==> src/rtl/serial_adder_ctrl.sv <==
// serial_adder_ctrl: bit-serial WIDTH-bit adder. One full-adder cell, built
// from two half adders plus an OR, is reused over WIDTH cycles, LSB first.
//
// Optional build macro: SERIAL_ADDER_SUB_EN adds a 'sub' input. When it is
// set, B is latched inverted and the carry starts at 1, so the result is
// a - b. In that case cout=1 means no borrow occurred.
//
// Ports:
//   clk    rising-edge clock
//   rst    asynchronous reset, active-high
//   start  request, sampled only in IDLE or DONE
//   a, b   operands, latched on an accepted start
//   sub    (SERIAL_ADDER_SUB_EN only) subtract select, latched with operands
//   busy   high while the serial add is running
//   done   one-cycle pulse when sum/cout become valid
//   sum    result, held until the next completion
//   cout   carry out of the MSB, held with sum

// half_adder: combinational 1-bit half adder.
module half_adder (
  input  logic x,
  input  logic y,
  output logic sum_c,
  output logic carry_c
);
  assign sum_c   = x ^ y;
  assign carry_c = x & y;
endmodule

module serial_adder_ctrl #(
  parameter int unsigned WIDTH = 8
) (
  input  logic             clk,
  input  logic             rst,
  input  logic             start,
  input  logic [WIDTH-1:0] a,
  input  logic [WIDTH-1:0] b,
`ifdef SERIAL_ADDER_SUB_EN
  input  logic             sub,
`endif
  output logic             busy,
  output logic             done,
  output logic [WIDTH-1:0] sum,
  output logic             cout
);

  localparam int unsigned CNT_W = $clog2(WIDTH) + 1;
  localparam int unsigned RES_W = WIDTH - 1;

  typedef enum logic [1:0] {IDLE, RUN, DONE} state_t;

  state_t             state, state_n;
  logic [WIDTH-1:0]   sh_a, sh_a_n;
  logic [WIDTH-1:0]   sh_b, sh_b_n;
  logic               carry, carry_n;
  logic [CNT_W-1:0]   cnt, cnt_n;
  // Holds the bits already produced. They enter at the MSB end, so after
  // WIDTH-1 cycles bit 0 of the result sits in res[0].
  logic [RES_W-1:0]   res, res_n;
  logic               busy_n, done_n, cout_n;
  logic [WIDTH-1:0]   sum_n;

  logic               cell_s1, cell_c1, cell_s, cell_c2;
  logic               init_carry_c;
  logic [WIDTH-1:0]   load_b_c;

  // Shared full-adder cell: two half adders plus an OR for the carry.
  half_adder u_ha0 (
    .x       (sh_a[0]),
    .y       (sh_b[0]),
    .sum_c   (cell_s1),
    .carry_c (cell_c1)
  );

  half_adder u_ha1 (
    .x       (cell_s1),
    .y       (carry),
    .sum_c   (cell_s),
    .carry_c (cell_c2)
  );

  // Operand B and initial carry at load time: inverted B plus a carry-in of 1
  // turns the adder into a subtractor.
`ifdef SERIAL_ADDER_SUB_EN
  assign init_carry_c = sub;
  assign load_b_c     = sub ? ~b : b;
`else
  assign init_carry_c = 1'b0;
  assign load_b_c     = b;
`endif

  // State and datapath registers.
  always_ff @(posedge clk or posedge rst) begin
    if (rst) begin
      state <= IDLE;
      sh_a  <= '0;
      sh_b  <= '0;
      carry <= 1'b0;
      cnt   <= '0;
      res   <= '0;
      busy  <= 1'b0;
      done  <= 1'b0;
      sum   <= '0;
      cout  <= 1'b0;
    end else begin
      state <= state_n;
      sh_a  <= sh_a_n;
      sh_b  <= sh_b_n;
      carry <= carry_n;
      cnt   <= cnt_n;
      res   <= res_n;
      busy  <= busy_n;
      done  <= done_n;
      sum   <= sum_n;
      cout  <= cout_n;
    end
  end

  // Next-state and datapath control.
  always_comb begin
    state_n = state;
    sh_a_n  = sh_a;
    sh_b_n  = sh_b;
    carry_n = carry;
    cnt_n   = cnt;
    res_n   = res;
    busy_n  = 1'b0;
    done_n  = 1'b0;
    sum_n   = sum;
    cout_n  = cout;

    case (state)
      IDLE, DONE: begin
        if (start) begin
          sh_a_n  = a;
          sh_b_n  = load_b_c;
          carry_n = init_carry_c;
          cnt_n   = '0;
          res_n   = '0;
          busy_n  = 1'b1;
          state_n = RUN;
        end else begin
          state_n = IDLE;
        end
      end
      RUN: begin
        busy_n  = 1'b1;
        carry_n = cell_c1 | cell_c2;
        sh_a_n  = sh_a >> 1;
        sh_b_n  = sh_b >> 1;
        res_n   = RES_W'({cell_s, res} >> 1);
        cnt_n   = cnt + CNT_W'(1);
        if (cnt == CNT_W'(WIDTH - 1)) begin
          sum_n   = {cell_s, res};
          cout_n  = cell_c1 | cell_c2;
          busy_n  = 1'b0;
          done_n  = 1'b1;
          state_n = DONE;
        end
      end
      default: state_n = IDLE;
    endcase
  end

endmodule
==> config.mk <==
export PLATFORM = sky130hd
export DESIGN_NAME = serial_adder_ctrl
export DESIGN_NICKNAME = d
export VERILOG_FILES = /design/src/rtl/serial_adder_ctrl.sv
export SDC_FILE = /design/constraint.sdc
export NUM_CORES = 1
export LEC_CHECK = 0
export BUFFER_PORTS_ARGS = -buffer_cell sky130_fd_sc_hd__buf_2
export CELL_PAD_IN_SITES_DETAIL_PLACEMENT = 1
export CELL_PAD_IN_SITES_GLOBAL_PLACEMENT = 1
export CORE_UTILIZATION = 40
export CTS_BUF_LIST = sky130_fd_sc_hd__clkbuf_16
export DETAILED_ROUTE_END_ITERATION = 8
export GPL_TIMING_DRIVEN = 1
export PLACE_DENSITY = 0.79
export SETUP_SLACK_MARGIN = 0.4
export SYNTH_ARGS = -nofsm -noshare
export SYNTH_HDL_FRONTEND = slang
export SYNTH_SLANG_ARGS = --single-unit
==> constraint.sdc <==
create_clock -name clk -period 1.55 [get_ports clk]
set_input_delay 0.155 -clock clk [delete_from_list [all_inputs] [get_ports clk]]
set_output_delay 0.155 -clock clk [all_outputs]
set_load 0.05 [all_outputs]
==> results of run 1 <==
-- through the flow --
| step | hold WS, ns | instance area (um^2) |
|---|---|---|
| global placement | 0.295 | 1920 |
| finish | 0.00256 | 2370 |
| global route | 0.0542 | 2370 |
| CTS | 0.0172 | 2330 |
| floorplan | 0.295 | 1720 |
| detailed placement | 0.321 | 1920 |
-- kinds of logic after synthesis --
group                      after synthesis  synth area share (%)
AOI/OAI and AO/OA                       41                  20.3
xor gates and xnor gates                 1                 0.527
adders and majority gates                2                  1.96
buffers and inverters                    9                  3.08
DFF                                     41                  61.7
muxes                                   11                  7.30
and+or+nand+nor                         13                  5.12
-- power groups by stage --
stage / clock (mW) / combinational (mW) / sequential (mW)
2_1_floorplan: 0 / 1.28 / 2.20
5_1_grt: 1.04 / 3.09 / 1.93
3_3_place_gp: 0 / 1.96 / 1.82
6_report: 0.979 / 2.89 / 1.87
3_5_place_dp: 0 / 2.09 / 1.87
4_1_cts: 0.991 / 2.78 / 1.86
-- registers in the layout, summed over array words and instances (netlist names) --
register	cells
carry	1
state	2
busy	1
cout	1
sum	8
res	7
done	1
sh_a	8
cnt	4
sh_b	8
-- final timing paths --
kind                                end  cells after the start     start  slack, ns
worst max-delay path               cout                      4  state[1]       0.08
max in group asynchronous       sh_a[2]                      3       rst       1.19
min in group clk                sh_a[7]                      2      a[7]       0.11
worst min-delay path               done                      3       rst      0.003
worst max register to register     cout                      4  state[1]       0.08
worst min register to register  sh_b[1]                      1   sh_b[1]       0.48
-- cells in the final DEF, fill, tap and decap left out --
master | netlist | layout
mux2_4 | 0 | 9
nand4_1 | 1 | 1
buf_8 | 0 | 2
nor3b_4 | 0 | 1
fa_2 | 0 | 1
o21ai_2 | 0 | 1
buf_4 | 3 | 11
buf_16 | 0 | 2
nor2_4 | 1 | 3
ha_4 | 0 | 1
nand2_4 | 0 | 1
inv_1 | 1 | 4
a22o_1 | 26 | 26
nor2b_4 | 0 | 1
and2b_4 | 1 | 1
bufbuf_16 | 0 | 1
mux2i_1 | 2 | 2
nand2b_1 | 1 | 1
buf_6 | 0 | 8
buf_2 | 5 | 29
buf_12 | 0 | 1
nand2_1 | 4 | 3
clkbuf_16 | 0 | 5
nor2_1 | 1 | 1
xnor2_1 | 1 | 1
dfrtp_1 | 41 | 41
nor2b_1 | 2 | 1
nor3b_1 | 1 | 1
a21o_1 | 14 | 14
-- worst max-delay path, stage by stage (launching register included) --
cell and delay [ns]:
dfrtp_1 0.36, and2b_4 0.27, nor3b_4 0.25, buf_6 0.17
mux2_4 0.30
-- timing repair --
item | 4_1_cts | 5_1_grt
setup endpoints to repair | 38 | 41
cloned | 6 | 0
setup buffers | 11 | 4
gates resized for setup | 22 | 3
pin swaps | 10 | 2
-- layer usage --
metal	vias to the layer above	routed length, um
met4	0	61
met5	-	0
li1	547	-
met2	29	2450
met3	8	144
met1	631	1860
-- layout make-up --
type | instances | area [um^2]
inverter | 1 | 3.75
fill | 408 | 1630
multi-input combinational | 70 | 682
tap | 50 | 62.6
sequential | 41 | 1030
clock inverter | 3 | 11.3
timing repair buffer | 54 | 455
clock buffer | 5 | 125
==> run_results.csv, run 1 <==
group,metric,value,unit
synth,synthArstFlopShare,100,%
outcome,outcome,"complete, no violations",
clock_network,clkLatencyLatePin,0.28,ns
global_route,first_global_vias,1353,
placed_design,place_inst,195,
setup_path,worstPathArrival,1.64,ns
global_route,grt_util_met1,26.8,%
timing,max_slew_margin,65.1,%
routing,first_pass_iters,4,
synth,syn_area,1660,um^2
routing,wl_per_cell,20.1,um
routing,route.detailed.drc,0,
synth,synthDistinctLibCells,21,
placed_design,gp_congestion,0.716,
synth,yosysTopAreaCell,"dfrtp_1",
synth,synth_top_area_share,61.7,%
pwr,leakage,1.26,nW
cells_and_area,diodes,0,
clock_network,cts_max_level,2,
global_route,met2_usage,42.3,%
synth,synth_common_cells,"dfrtp_1 (41), a22o_1 (26), a21o_1 (14), mux2_2 (9), buf_2 (5)",
synth,synth-edff-count,0,
floorplanning,die_y,66.5,um
timing,clock_skew,0.00562,ns
timing,totalNegativeSetupSlack,0,ns
synth,synth.ff_latch_count,41,
timing,fin_ws,0.0784,ns
setup_path,cp-end-kind,"register",
routing,drtIter0Drc,53,
global_route,use_met3,5.99,%
pwr,pwr-share-seq,32.5,%
synth,ys_warn_count,0,
synth,synthFlopType,"dfrtp_1",
pwr,switching_share,37.4,%
synth,synth_area_leaders,"dfrtp_1 (62%), a22o_1 (14%), a21o_1 (6.3%)",
cells_and_area,layout-drive-gt1-share,44.8,%
setup_path,start_kind,"register",
clock_network,clockRootBuffer,"clkbuf_16",
global_route,grt-ovfl-total,0,
floorplanning,die-area,4420,um^2
global_route,grt_use_total,23.5,%
synth,yosysSeqAreaShare,61.7,%
timing,post-route-period-util,94.9,%
pwr,internal_power,3.60,mW
timing,rsz0062_at_grt,"yes",
global_route,grt_pass1_wl,7.22,mm
setup_path,required,1.72,ns
synth,synth_nets,139,
cells_and_area,areaGrowthSynthToFinish,42.3,%
synth,synth_area_per_cell,14.1,um^2
pwr,p_sw,2.15,mW
routing,drt_wl_total,4.51,mm
run,max_cap_viol_count,0,
pwr,pwr-share-clk,17.1,%
floorplanning,core_region_area,4000,um^2
clock_network,cts_hold_buf,0,
cells_and_area,final_util,59.1,%
clock_network,clk_path_buf_depth,2,
setup_path,critPathMaxFanout,5,
timing,setup_viol,0,
clock_network,cts_buffers,5,
pwr,total_power,5.74,mW
cells_and_area,finalNetCount,194,
placed_design,io_buffers,29,
worst_hold_path,hold_class,"in2async",
synth,yosysMostFrequentCell,"dfrtp_1",
synth,syn_inst,118,
global_route,grt.busiest_layer,"met2",
routing,viasPerCell,5.42,
floorplanning,pin_count,30,
clock_network,cts_tree,"built",
timing,slew_violations,0,
global_route,grt_antenna_before_repair,0,
clock_network,clkTransAtPathRegs,0.06,ns
floorplanning,start_util,41.6,%
timing,tightestPinTransition,0.524,ns
cells_and_area,layout.cells.non_filler,224,
floorplanning,num_rows,23,
routing,final_antenna_net_count,0,
global_route,grt_start_max_net_pins,42,
setup_path,criticalPathCategory,"reg2reg",
pwr,pwr_density_cell,2430,nW/um^2
timing,max_freq,0.680,GHz
timing,hold_viol_final,0,
timing,period_needed,1.47,ns
placed_design,dp_hpwl,2.36,mm
placed_design,dp_slack,0.0191,ns
routing,dr_total_vias,1215,
clock_network,clock-sinks,41,
pwr,comb_power_share,50.4,%
floorplanning,die_w,66.5,um
pwr,ir_worst_vdd,993,uV
Power figures use the tool's default switching activity.
==> run 2, diff against run 1 <==
--- a/config.mk
+++ b/config.mk
@@ -5,6 +5,7 @@
 export SDC_FILE = /design/constraint.sdc
 export NUM_CORES = 1
 export LEC_CHECK = 0
+export ABC_AREA = 1
 export BUFFER_PORTS_ARGS = -buffer_cell sky130_fd_sc_hd__buf_2
 export CELL_PAD_IN_SITES_DETAIL_PLACEMENT = 1
 export CELL_PAD_IN_SITES_GLOBAL_PLACEMENT = 1
@@ -12,7 +13,7 @@
 export CTS_BUF_LIST = sky130_fd_sc_hd__clkbuf_16
 export DETAILED_ROUTE_END_ITERATION = 8
 export GPL_TIMING_DRIVEN = 1
-export PLACE_DENSITY = 0.79
+export PLACE_DENSITY = 0.84
 export SETUP_SLACK_MARGIN = 0.4
 export SYNTH_ARGS = -nofsm -noshare
 export SYNTH_HDL_FRONTEND = slang
==> run_results.csv, run 2 <==
group,metric,value,unit
outcome,outcome,"finished, violations left",
outcome,violations,"negative hold slack",
clock_network,clock-sinks,41,
global_route,grt-ovfl-total,0,
placed_design,gp_congestion,0.731,
setup_path,crit_buf_inv,1,
global_route,first_global_vias,1495,
timing,hold_viol_final,11,
clock_network,cts_hold_buf,0,
clock_network,cts_max_level,2,
worst_hold_path,hold_class,"in2async",
setup_path,worstPathArrival,1.44,ns
clock_network,cts_buffers,5,
timing,setup_viol,0,
synth,synth_area_per_cell,8.33,um^2
setup_path,cp_top_family,"simple AND/OR/NAND/NOR gates",
placed_design,place_inst,297,
timing,max_slew_margin,65.0,%
timing,fin_ws,0.328,ns
pwr,leakage,1.38,nW
timing,max_freq,0.818,GHz
routing,viasPerCell,4.87,
timing,tightestPinTransition,0.525,ns
clock_network,clockRootBuffer,"clkbuf_16",
clock_network,clk_path_buf_depth,2,
synth,yosysSeqAreaShare,56.2,%
cells_and_area,finalNetCount,288,
synth,yosysTopAreaCell,"dfrtp_1",
routing,first_pass_iters,4,
cells_and_area,final_common_cell,"nand2_1",
synth,synthArstFlopShare,100,%
placed_design,dp_hpwl,2.48,mm
routing,drtIter0Drc,71,
cells_and_area,layout-drive-gt1-share,34.3,%
routing,drt_wl_total,4.74,mm
timing,post-route-period-util,78.8,%
global_route,grt_antenna_before_repair,0,
global_route,grt_use_total,19.3,%
floorplanning,start_util,41.9,%
routing,final_antenna_net_count,0,
clock_network,clkLatencyLatePin,0.28,ns
synth,synth.ff_latch_count,41,
cells_and_area,multi_input_area,790,um^2
run,max_cap_viol_count,0,
setup_path,cpMostUsedCell,"nand2_1",
floorplanning,core_region_area,4350,um^2
floorplanning,num_rows,24,
clock_network,clkTransAtPathRegs,0.06,ns
global_route,grt_pass1_wl,7.08,mm
setup_path,crit_path_top_delay_cell,"dfrtp_1",
cells_and_area,layout.cells.non_filler,320,
timing,totalNegativeSetupSlack,0,ns
pwr,ir_worst_vdd,936,uV
synth,ys_warn_count,0,
setup_path,criticalPathCategory,"reg2reg",
routing,dr_total_vias,1557,
routing,route.detailed.drc,0,
floorplanning,die_y,69.5,um
cells_and_area,regArea,1030,um^2
timing,slew_violations,0,
cells_and_area,final_cell_mix,"nand2_1 (94), dfrtp_1 (40), buf_2 (29)",
cells_and_area,top_regs,"sh_a (8), sh_b (8), sum (8)",
synth,synthFlopType,"dfrtp_1",
synth,synth_top_area_share,56.2,%
timing,clock_skew,0.00425,ns
clock_network,cts_tree,"built",
setup_path,required,1.77,ns
timing,rsz0062_at_grt,"yes",
synth,synth-edff-count,0,
synth,synth_nets,240,
synth,syn_inst,219,
floorplanning,die_w,69.5,um
timing,period_needed,1.22,ns
setup_path,slowest_delay,0.43,ns
routing,wl_per_cell,14.8,um
placed_design,dp_slack,0.278,ns
cells_and_area,nFillCells,505,
global_route,grt_start_max_net_pins,42,
timing,whs,-0.00867,ns
setup_path,critPathMaxFanout,5,
setup_path,path_cells,"inv_1, nand3_2, nor2_4, nand2_1, nand2_1",
synth,yosysMostFrequentCell,"nand2_1",
synth,synth_common_cells,"nand2_1 (117), dfrtp_1 (41), inv_1 (25), o22ai_1 (6), nor2_1 (5)",
cells_and_area,diodes,0,
pwr,pwr_density_cell,2310,nW/um^2
floorplanning,die-area,4830,um^2
synth,syn_area,1820,um^2
cells_and_area,areaGrowthSynthToFinish,35.5,%
placed_design,io_buffers,29,
setup_path,start_kind,"register",
floorplanning,pin_count,30,
setup_path,cp-end-kind,"register",
synth,synthDistinctLibCells,18,
synth,synth_area_leaders,"dfrtp_1 (56%), nand2_1 (24%), inv_1 (5.1%)",
[run 2: changes by cell type after synthesis, moves of 3 or more]
cell     delta
a21o_1     -14
buf_6       +3
o22ai_1     +6
buf_2       -4
mux2_2      -9
nand3_1     +3
inv_1      +24
a22o_1     -26
nand2_1   +113
nand2_4     +3
nor2_1      +4
[run 2: worst paths after layout]
| check | startpoint | end | slack [ns] | depth (start not counted) |
|---|---|---|---|---|
| max | cnt[3] | cout | 0.33 | 5 |
| min | rst | carry | -0.009 | 3 |
| max reg2reg | cnt[3] | cout | 0.33 | 5 |
| min reg2reg | sum[5] | sum[5] | 0.47 | 2 |
| max in group asynchronous | rst | state[0] | 1.17 | 3 |
| min in group clk | b[7] | sh_b[7] | 0.07 | 3 |
[run 2: layer usage]
metal  GRT usage, %  part of all wire, %  vias up  routed length (um)
met1           23.9                   42      763                1970
met2           31.9                   53       35                2520
met5              0                    0        -                   0
met3           3.49                  3.0        9                 142
li1               -                    -      750                   -
met4           10.2                  2.3        0                 107
[run 2: area by class of cell]
class	instances	share of cell area, %
Multi-Input combinational cell	147	31.9
Inverter	27	4.40
Clock buffer	5	5.06
Sequential cell	41	41.5
Timing Repair Buffer	45	14.0
Tap cell	52	2.63
Clock inverter	3	0.455
[run 2: metrics by stage]
| stage | util, % | total power [mW] | hold slack, ns | instance area [um^2] |
|---|---|---|---|---|
| final | 56.8 | 5.71 | -0.00867 | 2470 |
| after global routing | 56.8 | 6.11 | 0.0713 | 2470 |
| after CTS | 52.7 | 5.28 | 0.0118 | 2290 |
| after detailed placement | 46.4 | 3.93 | 0.312 | 2020 |
| after global placement | 46.4 | 3.84 | 0.312 | 2020 |
| after floorplan | - | 3.47 | 0.272 | 1830 |
[run 2: kinds of logic after synthesis]
| group | share of synthesized area, % |
|---|---|
| and+or+nand+nor | 30.3 |
| adders and majority gates | 1.78 |
| AOI/OAI and AO/OA | 3.15 |
| buffers and inverters | 8.50 |
| DFF | 56.2 |
[run 2: what timing repair did]
item	4_1_cts	5_1_grt
cloned	2	2
pin swaps	7	13
setup buffers	9	2
resized for setup	12	34
endpoints found under the hold margin	0	0
endpoints found under the setup margin	32	32
[run 2: worst register-to-register path, delay by kind of cell, from the launching register on]
kind | cells | cell delay [ns]
DFF | 1 | 0.43
buffers and inverters | 1 | 0.16
and+or+nand+nor | 4 | 0.57
[run 2: report_power, final]
| group | total [mW] | switching (mW) | internal (mW) | leakage (nW) |
|---|---|---|---|---|
| Combinational | 2.86 | 1.79 | 1.07 | 0.788 |
| Sequential | 1.89 | 0.346 | 1.55 | 0.515 |
| Clock | 0.958 | 0.381 | 0.578 | 0.0776 |
| Total | 5.71 | 2.51 | 3.20 | 1.38 |
==> run 3, diff against run 2 <==
--- a/config.mk
+++ b/config.mk
@@ -9,11 +9,11 @@
 export BUFFER_PORTS_ARGS = -buffer_cell sky130_fd_sc_hd__buf_2
 export CELL_PAD_IN_SITES_DETAIL_PLACEMENT = 1
 export CELL_PAD_IN_SITES_GLOBAL_PLACEMENT = 1
-export CORE_UTILIZATION = 40
+export CORE_UTILIZATION = 37
 export CTS_BUF_LIST = sky130_fd_sc_hd__clkbuf_16
 export DETAILED_ROUTE_END_ITERATION = 8
 export GPL_TIMING_DRIVEN = 1
-export PLACE_DENSITY = 0.84
+export PLACE_DENSITY = 0.82
 export SETUP_SLACK_MARGIN = 0.4
 export SYNTH_ARGS = -nofsm -noshare
 export SYNTH_HDL_FRONTEND = slang
==> constraint.sdc (replaced) <==
create_clock -name clk -period 1.12 [get_ports clk]
set_input_delay 0.112 -clock clk [delete_from_list [all_inputs] [get_ports clk]]
set_output_delay 0.112 -clock clk [all_outputs]
set_load 0.05 [all_outputs]
==> run_results.csv, run 3 (synthesized netlist as in run 2, its figures left out) <==
group,metric,value,unit
global_route,first_global_vias,1761,
routing,first_pass_iters,4,
floorplanning,die_w,72.2,um
cells_and_area,final_cell_mix,"nand2_1 (72), dfrtp_1 (40), nand2_2 (38)",
setup_path,cp-end-kind,"register",
cells_and_area,final_util,62.3,%
setup_path,critical_path_depth,3,
setup_path,worstPathArrival,1.47,ns
clock_network,clockRootBuffer,"clkbuf_16",
pwr,internal_power,5.78,mW
routing,final_antenna_net_count,0,
setup_path,r2r_cells,3,
placed_design,place_inst,321,
floorplanning,start_util,38.6,%
cells_and_area,final_common_cell,"nand2_1",
setup_path,path_cells,"fa_2, nand2_1, o21ai_1",
worst_hold_path,hold_depth,3,
timing,hold_viol_final,0,
pwr,switching_share,42.8,%
timing,tightestPinTransition,0.304,ns
routing,viasPerCell,4.76,
routing,route.detailed.drc,0,
timing,clock_skew,0.00416,ns
pwr,pwr-share-seq,26.9,%
timing,rsz0062_at_grt,"yes",
timing,max_slew_margin,79.7,%
worst_hold_path,hold_class,"in2reg",
cells_and_area,finalNetCount,305,
cells_and_area,layout-drive-gt1-share,53.3,%
setup_path,slowest_delay,0.59,ns
cells_and_area,top_regs,"sh_a (8), sh_b (8), sum (8)",
routing,drtIter0Drc,74,
floorplanning,num_rows,25,
setup_path,required,1.32,ns
run,max_cap_viol_count,0,
placed_design,io_buffers,29,
placed_design,gp_congestion,0.746,
floorplanning,die-area,5220,um^2
placed_design,dp_hpwl,2.73,mm
pwr,pwr_density_cell,3430,nW/um^2
placed_design,dpl_cell_area,2130,um^2
timing,setup_viol,27,
setup_path,crit_buf_inv,0,
cells_and_area,layout.cells.non_filler,352,
timing,fin_ws,-0.153,ns
timing,period_needed,1.27,ns
global_route,grt_use_total,21.8,%
routing,dr_total_vias,1675,
routing,drt_wl_total,5.73,mm
pwr,pwr-share-clk,18.4,%
pwr,comb_power_share,54.8,%
clock_network,cts_tree,"built",
global_route,grt_pass1_wl,8.42,mm
timing,max_freq,0.785,GHz
cells_and_area,diodes,0,
routing,wl_per_cell,16.3,um
floorplanning,core_region_area,4720,um^2
outcome,outcome,"finished, violations left",
pwr,total_power,10.1,mW
clock_network,clk_path_buf_depth,2,
setup_path,cp_top_family,"adder cells",
clock_network,clkTransAtPathRegs,0.06,ns
floorplanning,die_y,72.2,um
floorplanning,pin_count,30,
clock_network,clkLatencyLatePin,0.28,ns
cells_and_area,final_area,2940,um^2
clock_network,cts_buffers,5,
global_route,grt_antenna_before_repair,0,
clock_network,clock-sinks,41,
pwr,p_sw,4.32,mW
setup_path,criticalPathCategory,"reg2reg",
pwr,leakage,1.51,nW
setup_path,crit_path_top_delay_cell,"fa_2",
cells_and_area,areaGrowthSynthToFinish,61.2,%
clock_network,cts_max_level,2,
outcome,violations,"negative setup slack",
global_route,grt_start_max_net_pins,42,
setup_path,start_kind,"register",
pwr,ir_worst_vdd,1290,uV
timing,post-route-period-util,114,%
global_route,grt-ovfl-total,0,
setup_path,critPathMaxFanout,2,
timing,slew_violations,0,
run 3: cell count changes in the layout (fill, tap and decap cells not counted), moves of 3 or more:
cell	delta
o22ai_2	+5
buf_6	+18
buf_4	+7
inv_1	-10
nand2_1	-22
nand2_2	+20
o21ai_0	-3
inv_2	+6
o22ai_1	-6
buf_2	-11
run 3: final timing paths:
kind / startpoint / endpoint / slack (ns)
max: sh_a[0] / res[6] / -0.15
min in group asynchronous: rst / sh_b[7] / 0.43
max reg2reg: sh_a[0] / res[6] / -0.15
min reg2reg: res[2] / sum[2] / 0.49
max in group asynchronous: rst / state[0] / 0.47
min: a[7] / sh_a[7] / 0.03
run 3: repair_timing:
item / 4_1_cts / 5_1_grt
pin swaps: 28 / 27
endpoints found under the setup margin: 52 / 52
cloned: 4 / 1
gates resized for setup: 79 / 54
hold buffers: 1 / 0
endpoints found under the hold margin: 41 / 0
setup buffers: 6 / 11
run 3: area by class of cell:
cell class              instances  area, um^2
clock buffers                   5         125
clock inverters                 3        65.1
fillers                       524        1780
inverters                      27         115
multi-input cells             147         952
flip-flops and latches         41        1030
well taps                      67        83.8
repair buffers                 60         546
repair inverters                2        27.5
run 3: per-stage QoR:
step | hold slack [ns] | setup WS (ns) | TNS, ns
after floorplan | 0.0972 | 0.0236 | 0
after global placement | 0.176 | -0.0216 | -0.261
after detailed placement | 0.183 | -0.0872 | -1.17
after CTS | 0.0283 | -0.0366 | -0.176
after global routing | 0.0360 | -0.189 | -3.37
final | 0.0326 | -0.153 | -1.81
run 3: tightest hold or removal path, cell delays in order:
cell and delay, ns:
buf_2 0.08, nand2_1 0.04, nand2_1 0.05
run 3: power groups by stage:
stage | sequential, mW | combinational (mW) | clock, mW
finish | 2.71 | 5.53 | 1.86
global placement | 2.50 | 3.05 | 0
CTS | 2.64 | 4.36 | 1.87
detailed placement | 2.54 | 3.16 | 0
global route | 2.78 | 5.92 | 1.93
floorplan | 3.11 | 1.75 | 0
run 3: routing by layer:
metal  GRT usage, %  up-vias  part of all wire, %  routed length [um]
met1           24.7      836                   37                2120
li1               -      789                    -                   -
met2           40.8       35                   58                3310
met5              0        -                    0                   0
met4           7.84        0                  2.8                 159
met3           3.75       15                  2.4                 136
